===== src/rtl/keypad_sequencer_if.sv =====
// rtl/keypad_sequencer_if.sv - key press handshake between keypad source and keypad_sequencer
interface keypad_sequencer_if;
  logic       key_valid;
  logic [3:0] key_code;
  logic       key_ready;

  modport master (output key_valid, output key_code, input key_ready);
  modport slave  (input key_valid, input key_code, output key_ready);
endinterface


===== src/rtl/keypad_sequencer.sv =====
// rtl/keypad_sequencer.sv - buffers keypad digits and replays them as one-hot groups on ENTER
// Optional inactivity timeout enabled by defining KEYPAD_TIMEOUT_EN.
module keypad_sequencer #(
  parameter int NUM_PARTS       = 3,
  parameter int DIGITS_PER_PART = 4,
  parameter int IDLE_DIGIT      = 0,
  parameter int TIMEOUT_CYCLES  = 1000
) (
  input  logic                  clk,
  input  logic                  rst_n,
  keypad_sequencer_if.slave     key_if,
  output logic [3:0][9:0]       digits_o,
  output logic                  burst_active_o,
  output logic [3:0]            entry_count_o,
  output logic                  err_o
);

  localparam int NUM_SLOTS = NUM_PARTS * DIGITS_PER_PART;
  localparam int PW        = (NUM_PARTS > 1) ? $clog2(NUM_PARTS) : 1;

  localparam logic [0:0] ST_COLLECT = 1'b0;
  localparam logic [0:0] ST_BURST   = 1'b1;

  localparam logic [3:0]    FULL        = 4'(NUM_SLOTS);
  localparam logic [3:0]    KEY_MAX_DIG = 4'd9;
  localparam logic [3:0]    KEY_CLEAR   = 4'd10;
  localparam logic [3:0]    KEY_ENTER   = 4'd11;
  localparam logic [9:0]    IDLE_ONEHOT = 10'(1) << IDLE_DIGIT;
  localparam logic [PW-1:0] LAST_PART   = PW'(NUM_PARTS - 1);

  logic [0:0]                 state_q, state_d;
  logic [PW-1:0]              part_q, part_d;
  logic [3:0]                 count_q, count_d;
  logic                       err_q, err_d;
  logic [3:0][9:0]            digits_q, digits_d;
  logic [NUM_SLOTS-1:0][3:0]  slot_q;
  logic                       slot_we;
  logic                       accept;
  logic                       timeout_hit;

  assign accept = key_if.key_valid && (state_q == ST_COLLECT);

  // First key of a part lands on lane 3 (thousands), fourth on lane 0.
  function automatic logic [3:0][9:0] part_lanes(input logic [PW-1:0] p);
    logic [3:0][9:0] lanes;
    logic [3:0]      idx;
    for (int l = 0; l < 4; l++) begin
      idx      = 4'(int'(p) * DIGITS_PER_PART + (3 - l));
      lanes[l] = 10'(1) << slot_q[idx];
    end
    return lanes;
  endfunction

`ifdef KEYPAD_TIMEOUT_EN
  logic [31:0] idle_cnt_q;

  assign timeout_hit = (state_q == ST_COLLECT) && !accept &&
                       (count_q != 4'd0) && (count_q != FULL) &&
                       (idle_cnt_q == 32'(TIMEOUT_CYCLES - 1));

  always_ff @(posedge clk or negedge rst_n) begin
    if (!rst_n) begin
      idle_cnt_q <= '0;
    end else if ((state_q != ST_COLLECT) || accept || timeout_hit ||
                 (count_q == 4'd0) || (count_q == FULL)) begin
      idle_cnt_q <= '0;
    end else begin
      idle_cnt_q <= idle_cnt_q + 32'd1;
    end
  end
`else
  // Partial entries are held forever; this comparison is constant false.
  assign timeout_hit = (TIMEOUT_CYCLES < 0);
`endif

  always_comb begin
    state_d  = state_q;
    part_d   = part_q;
    count_d  = count_q;
    err_d    = 1'b0;
    digits_d = digits_q;
    slot_we  = 1'b0;
    case (state_q)
      ST_COLLECT: begin
        if (accept) begin
          if (key_if.key_code <= KEY_MAX_DIG) begin
            if (count_q < FULL) begin
              slot_we = 1'b1;
              count_d = count_q + 4'd1;
            end else begin
              err_d = 1'b1;
            end
          end else if (key_if.key_code == KEY_CLEAR) begin
            count_d = 4'd0;
          end else if (key_if.key_code == KEY_ENTER) begin
            if (count_q == FULL) begin
              state_d  = ST_BURST;
              part_d   = '0;
              digits_d = part_lanes('0);
            end else begin
              err_d   = 1'b1;
              count_d = 4'd0;
            end
          end else begin
            err_d = 1'b1;
          end
        end else if (timeout_hit) begin
          err_d   = 1'b1;
          count_d = 4'd0;
        end
      end
      default: begin
        if (part_q == LAST_PART) begin
          state_d  = ST_COLLECT;
          part_d   = '0;
          count_d  = 4'd0;
          digits_d = {4{IDLE_ONEHOT}};
        end else begin
          part_d   = part_q + 1'b1;
          digits_d = part_lanes(part_q + 1'b1);
        end
      end
    endcase
  end

  always_ff @(posedge clk or negedge rst_n) begin
    if (!rst_n) begin
      state_q  <= ST_COLLECT;
      part_q   <= '0;
      count_q  <= 4'd0;
      err_q    <= 1'b0;
      digits_q <= {4{IDLE_ONEHOT}};
    end else begin
      state_q  <= state_d;
      part_q   <= part_d;
      count_q  <= count_d;
      err_q    <= err_d;
      digits_q <= digits_d;
    end
  end

  // Slots survive reset and CLEAR; entry count alone decides which are valid.
  always_ff @(posedge clk) begin
    if (slot_we) begin
      slot_q[count_q] <= key_if.key_code;
    end
  end

  assign key_if.key_ready = (state_q == ST_COLLECT);
  assign burst_active_o   = (state_q == ST_BURST);
  assign entry_count_o    = count_q;
  assign err_o            = err_q;
  assign digits_o         = digits_q;

endmodule

===== src/flat_wrapper.sv =====
// flat-port wrapper written by rule: the top's interface ports become plain ports
module keypad_sequencer_flat 
#(
  parameter int NUM_PARTS       = 3,
  parameter int DIGITS_PER_PART = 4,
  parameter int IDLE_DIGIT      = 0,
  parameter int TIMEOUT_CYCLES  = 1000
)
  (clk, rst_n, digits_o, burst_active_o, entry_count_o, err_o, key_if_key_valid, key_if_key_code, key_if_key_ready);
  keypad_sequencer_if key_if_i ();
  input  logic clk;
  input  logic rst_n;
  output logic [3:0][9:0] digits_o;
  output logic burst_active_o;
  output logic [3:0] entry_count_o;
  output logic err_o;
  input wire logic [$bits(key_if_i.key_valid)-1:0] key_if_key_valid;
  input wire logic [$bits(key_if_i.key_code)-1:0] key_if_key_code;
  output wire logic [$bits(key_if_i.key_ready)-1:0] key_if_key_ready;
  assign key_if_i.key_valid = key_if_key_valid;
  assign key_if_i.key_code = key_if_key_code;
  assign key_if_key_ready = key_if_i.key_ready;
  keypad_sequencer #(.NUM_PARTS(NUM_PARTS), .DIGITS_PER_PART(DIGITS_PER_PART), .IDLE_DIGIT(IDLE_DIGIT), .TIMEOUT_CYCLES(TIMEOUT_CYCLES)) u_core (.clk(clk), .rst_n(rst_n), .key_if(key_if_i), .digits_o(digits_o), .burst_active_o(burst_active_o), .entry_count_o(entry_count_o), .err_o(err_o));
endmodule

===== config.mk =====
export PLATFORM = sky130hd
export DESIGN_NAME = keypad_sequencer_flat
export DESIGN_NICKNAME = d
export VERILOG_FILES = /design/src/rtl/keypad_sequencer_if.sv /design/src/rtl/keypad_sequencer.sv /design/src/flat_wrapper.sv
export SDC_FILE = /design/constraint.sdc
export NUM_CORES = 1
export LEC_CHECK = 0
export ABC_AREA = 1
export CAP_MARGIN = 25
export CELL_PAD_IN_SITES_DETAIL_PLACEMENT = 0
export CELL_PAD_IN_SITES_GLOBAL_PLACEMENT = 2
export CORE_MARGIN = 1
export CORE_UTILIZATION = 36
export CTS_BUF_LIST = sky130_fd_sc_hd__clkbuf_4 sky130_fd_sc_hd__clkbuf_8 sky130_fd_sc_hd__clkbuf_16
export DETAILED_ROUTE_END_ITERATION = 7
export PLACE_DENSITY = 0.91
export SLEW_MARGIN = 30
export SYNTH_ARGS = -nofsm -noshare
export SYNTH_HDL_FRONTEND = slang
export SYNTH_SLANG_ARGS = --single-unit

===== constraint.sdc =====
create_clock -name clk -period 4.17 [get_ports clk]
set_clock_uncertainty 0.15 [all_clocks]
set_input_delay 0.6255 -clock clk [delete_from_list [all_inputs] [get_ports clk]]
set_output_delay 0.6255 -clock clk [all_outputs]
set_load 0.01 [all_outputs]

* Word-level counts from Yosys, hierarchy flattened *
Index checks and enable logic that the tools add are counted.

storage, ports and cells
  register bits = 96
  input port bits = 7

cells by class
  equality and inequality tests = 9
  order comparisons = 8
  bitwise logic cells = 1
  add/subtract/negate cells = 5
  shift-type cells = 8
  reduce and logical (&&, ||, !) cells = 8
  mux-type cells = 51

operators by type and width
  kind                                                               count
  2-to-1 mux 40 bit                                                  7
  left shift 1 x 4 -> 10 bit, first input constant                   8
  2-to-1 mux 4 bit                                                   13
  binary-select mux 4 bit (select 4 bit)                             3
  bitwise mux 48 bit                                                 1
  less-than comparator 4 x 5 -> 1 bit, second input constant         5
  2-to-1 mux 1 bit                                                   18
  demux 4 bit (select 4 bit)                                         1
  2-to-1 mux 2 bit                                                   7
  equality test 4 bit, second input constant                         3
  AND reduction 5 bit                                                2
  adder 4 x 1 -> 4 bit, second input constant                        2
  adder 4 x 2 -> 4 bit, second input constant                        2
  binary-select mux 4 bit (select 2 bit)                             1
  nonzero test 2 bit                                                 3
  greater-or-equal comparator 4 x 1 -> 1 bit, second input constant  1
  <= comparator 4 bit, second input constant                         1
  less-than comparator 4 bit, second input constant                  1
  != test 2 x 1 -> 1 bit, second input constant                      2
  != test 4 x 1 -> 1 bit, second input constant                      1
  nonzero test 4 bit                                                 1
  != test 3 x 2 -> 1 bit, second input constant                      1
  adder 2 x 1 -> 2 bit, second input constant                        1
  equality test 2 bit, second input constant                         1
  other kinds (3)                                                    4

* Longest topological paths before layout *
  word-level depth = 7
  gate-level depth with buffers = 14
  gate-level depth less buffers = 11

* Worst setup path before layout *
Ideal clock, no wire load.

  kind = input-to-reg
  start point = input port key_if_key_code[1]
  end point = register u_core.slot_q[16] in the netlist's numbering (enable)
  setup time = 0.361 ns
  slack = 2.017 ns
  arrival = 1.642 ns
  stages = 5
  path through = o21a_1 > nor2_1 > nand2_1 > clkbuf_1 > nor3_1

on the way
  longest elaborated chain between the ends = 4

RTL lines
  what                           line                     text
  start, declared                flat_wrapper.sv:18       input wire logic [$bits(key_if_i.key_code)-1:0] key_if_key_code;
  <= comparator 4 bit            keypad_sequencer.sv:86   if (key_if.key_code <= KEY_MAX_DIG) begin
  2-to-1 mux 1 bit               keypad_sequencer.sv:86
  2-to-1 mux 1 bit               keypad_sequencer.sv:85   if (accept) begin
  2-to-1 mux 1 bit               keypad_sequencer.sv:83   case (state_q)
  end signal, assigned by index  keypad_sequencer.sv:145  slot_q[count_q] <= key_if.key_code;
  end, declared                  keypad_sequencer.sv:36   logic [NUM_SLOTS-1:0][3:0] slot_q;

No other way between the ends.
A chain may end at the register's enable or synchronous reset.

* Worst setup path in the final report *
  start point = input port key_if_key_code[1]
  end point = register u_core.slot_q[47] in the netlist's numbering (enable)

Same word-level chain as after synthesis.

==> results.yml <==
floorplan:
  dieWidth_um: 119
  die_h_um: 119
  fp-row-count: 42
  start_util_pct: 37.0
  die_area_sq_mm: 0.0141
  core_sq_mm: 0.0132
  ios: 54
detailed_routing:
  avgRoutedWirePerCell_um: 14.1
  drt-vias-per-instance: 4.77
  dr.first_iter.drc_count: 217
  wl_um: 11700
  drc: 0
  ant_nets: 0
  via_count: 3949
  firstDrtPassIters: 4
grt:
  antenna_found_initial: 0
  overflow: 0
  grt_max_degree: 49
  grt_first_pass_wirelength_um: 19600
  grt_pass1_vias: 3924
  grt_usage_pct: 18.1
sta:
  period_needed_ps: 2930
  fmax_ghz: 0.341
  setup_tns_ps: 0
  slew_violations: 0
  worst_slew_pin_slew_ps: 872
  setup_viol: 0
  rsz0062_at_grt: "no"
  slew_headroom_pct: 41.8
  period_share_pct: 70.2
  finalHoldViolCount: 0
job:
  maxCapViolations: 0
synthesis:
  avgSynthCellArea_sq_um: 8.23
  synth_cell_types: 32
  synth_fp_nets: 609
  synth-simple-area-share_pct: 29.8
  synthFlopType: "edfxtp_1"
  async_flop_share_pct: 50.0
  synth_fa_ha_area_share_pct: 1.79
  syn_area_sq_mm: 0.00490
  yosysSeqAreaShare_pct: 54.1
  synth_xor_area_share_pct: 0.358
  ys_seq_elements: 96
  ys.warnings.count: 0
  synth_top_family_by_area: "simple AND/OR/NAND/NOR gates"
  muxShareOfSynthArea_pct: 0
  synth-compound-area-share_pct: 6.75
  synth_cells: 595
  synth_edf_count: 48
layout:
  mostFrequentLayoutCells: "nand2_1, nor2_1, clkdlybuf4s50_1"
  nNetsFinal: 661
  num-fill-cells: 1361
  final_common_cell: "nand2_1"
  n_antenna_cell: 0
  syn_to_final_growth_pct: 20.4
  drive_above_1_share_pct: 7.52
  regArea_sq_mm: 0.00265
  multiInputGateArea_sq_mm: 0.00190
  stdcell_count: 828
placement:
  port_buffers: 53
  dp_hpwl_um: 8290
  place_congestion: 0.824
  place_inst: 812
clock_network:
  hold_buffers: 0
  clockRootBuffer: "clkbuf_16"
  clock_latency_ps: 340
  post_cts_buffers: 0
  cts_buffer_depth: 2
  htreeDepth: 3
  ctsResizeCount: 0
  cts_tree: "yes"
  cts_inserted_buffers: 9
  numClockSinks: 96
  clk_pin_slew_ps: 70
critical_path:
  crit_chain: "clkdlybuf4s50_1 -> o21a_1 -> nor2_1 -> nand2_1 -> nor3_1"
  crit_family: "simple AND/OR/NAND/NOR gates"
  slowest_delay_ps: 690
  worst_ep_required_time_ps: 4000
  cp_max_fo: 15
  cpMaxStageDelayCell: "clkdlybuf4s50_1"
  path_class: "input pin to flop"
  endpoint_kind: "flop"
  crit_arrival_ps: 2760
  crit_path_start_kind: "input pin"
  path_buf_inv: 1
power_and_ir_drop:
  clkPwrFrac_pct: 25.4
  cellPowerDensity_mw_per_mm2: 617
  p_leak_nw: 2.58
  p_switching_mw: 1.24
  p_sw_share_pct: 34.2
  combPwrFrac_pct: 36.6
  internal_power_mw: 2.39
  ir_worst_vdd_v: 0.000247
  p_seq_share_pct: 38.0
hold_path:
  min_path_type: "input pin to asynchronous set/reset pin"
status:
  outcome: "completed"
-- worst reg2reg max path: cells and delay by family, from the launching register on --
kind                     cells  cell delay (ps)
flip-flops                   1              320
AND/OR/NAND/NOR              4              510
buffers and inverters        4              790
adder cells (fa/ha/maj)      1              370
AO/OA/AOI/OAI                1              130
-- path summary, 6_finish.rpt --
check,startpoint,endpoint,slack [ps],cells after the start
setup / recovery,key_if_key_code[1],u_core.slot_q[47],1240,5
hold / removal,rst_n,u_core.part_q[1],160,1
setup reg to reg,u_core.part_q[0],u_core.digits_o[14],1820,10
hold reg to reg,u_core.digits_o[20],u_core.digits_o[20],320,2
max in group asynchronous,rst_n,u_core.digits_o[15],3270,1
min in group clk,u_core.digits_o[20],u_core.digits_o[20],320,2
-- state kept, by name, indices dropped and copies added, names as in the netlist --
| name | flops |
|---|---|
| u_core.burst_active_o | 1 |
| u_core.digits_o | 40 |
| u_core.entry_count_o | 4 |
| u_core.err_o | 1 |
| u_core.part_q | 2 |
| u_core.slot_q | 48 |
-- layer usage --
metal  share of wire, %  GRT usage, %  wire (um)
met5                  0             0          0
met4                1.5          6.80        172
met3                5.2          2.46        603
met2                 46          29.1       5420
met1                 47          24.7       5480
-- cells by family (layout without fill, tap and decap cells) --
group           count (synthesis)  in the layout
compound gates                 64             64
xor+xnor                        2              2
simple gates                  348            348
fa+ha+maj                       7              7
buf+inv                        78            135
flops                          96             96
-- power by group through the flow --
| stage | clock, mW | sequential (mW) | combinational (mW) |
|---|---|---|---|
| after floorplan | 0 | 1.48 | 0.664 |
| after global placement | 0 | 1.40 | 1.34 |
| after detailed placement | 0 | 1.40 | 1.34 |
| after CTS | 0.947 | 1.39 | 1.35 |
| after global routing | 0.986 | 1.42 | 1.49 |
| final | 0.926 | 1.38 | 1.33 |
-- final cells by class --
| class | instances | area share, % |
|---|---|---|
| multi-input combinational | 421 | 32.1 |
| inverter | 62 | 4.03 |
| tap | 176 | 3.73 |
| clock buffer | 11 | 4.29 |
| timing repair buffer | 57 | 9.46 |
| sequential | 96 | 44.9 |
| clock inverter | 5 | 1.46 |
-- cell usage after synthesis, drive strengths merged, types with 2 or more instances --
master / number / area, sq um
edfxtp: 48 / 1440
o21ai: 10 / 50.1
nor3: 19 / 95.1
or2: 2 / 12.5
clkinv: 4 / 15.0
ha: 7 / 87.6
clkbuf: 2 / 7.51
inv: 58 / 223
nand2: 154 / 588
a21oi: 51 / 259
nor2: 134 / 561
nand3: 37 / 190
dfrtp: 44 / 1100
dfstp: 4 / 105
buf: 14 / 109
-- metrics by stage --
stage	util, %	instance area [sq um]	total power [mW]	setup WS, ps	hold WS [ps]
detailed placement	42.0	5560	2.75	861	308
CTS	44.5	5900	3.68	1230	198
global route	44.5	5900	3.90	1070	217
finish	44.5	5900	3.64	1240	160
floorplan	-	4900	2.15	2020	180
global placement	42.0	5560	2.74	983	310
Power figures use the tool's default switching activity.
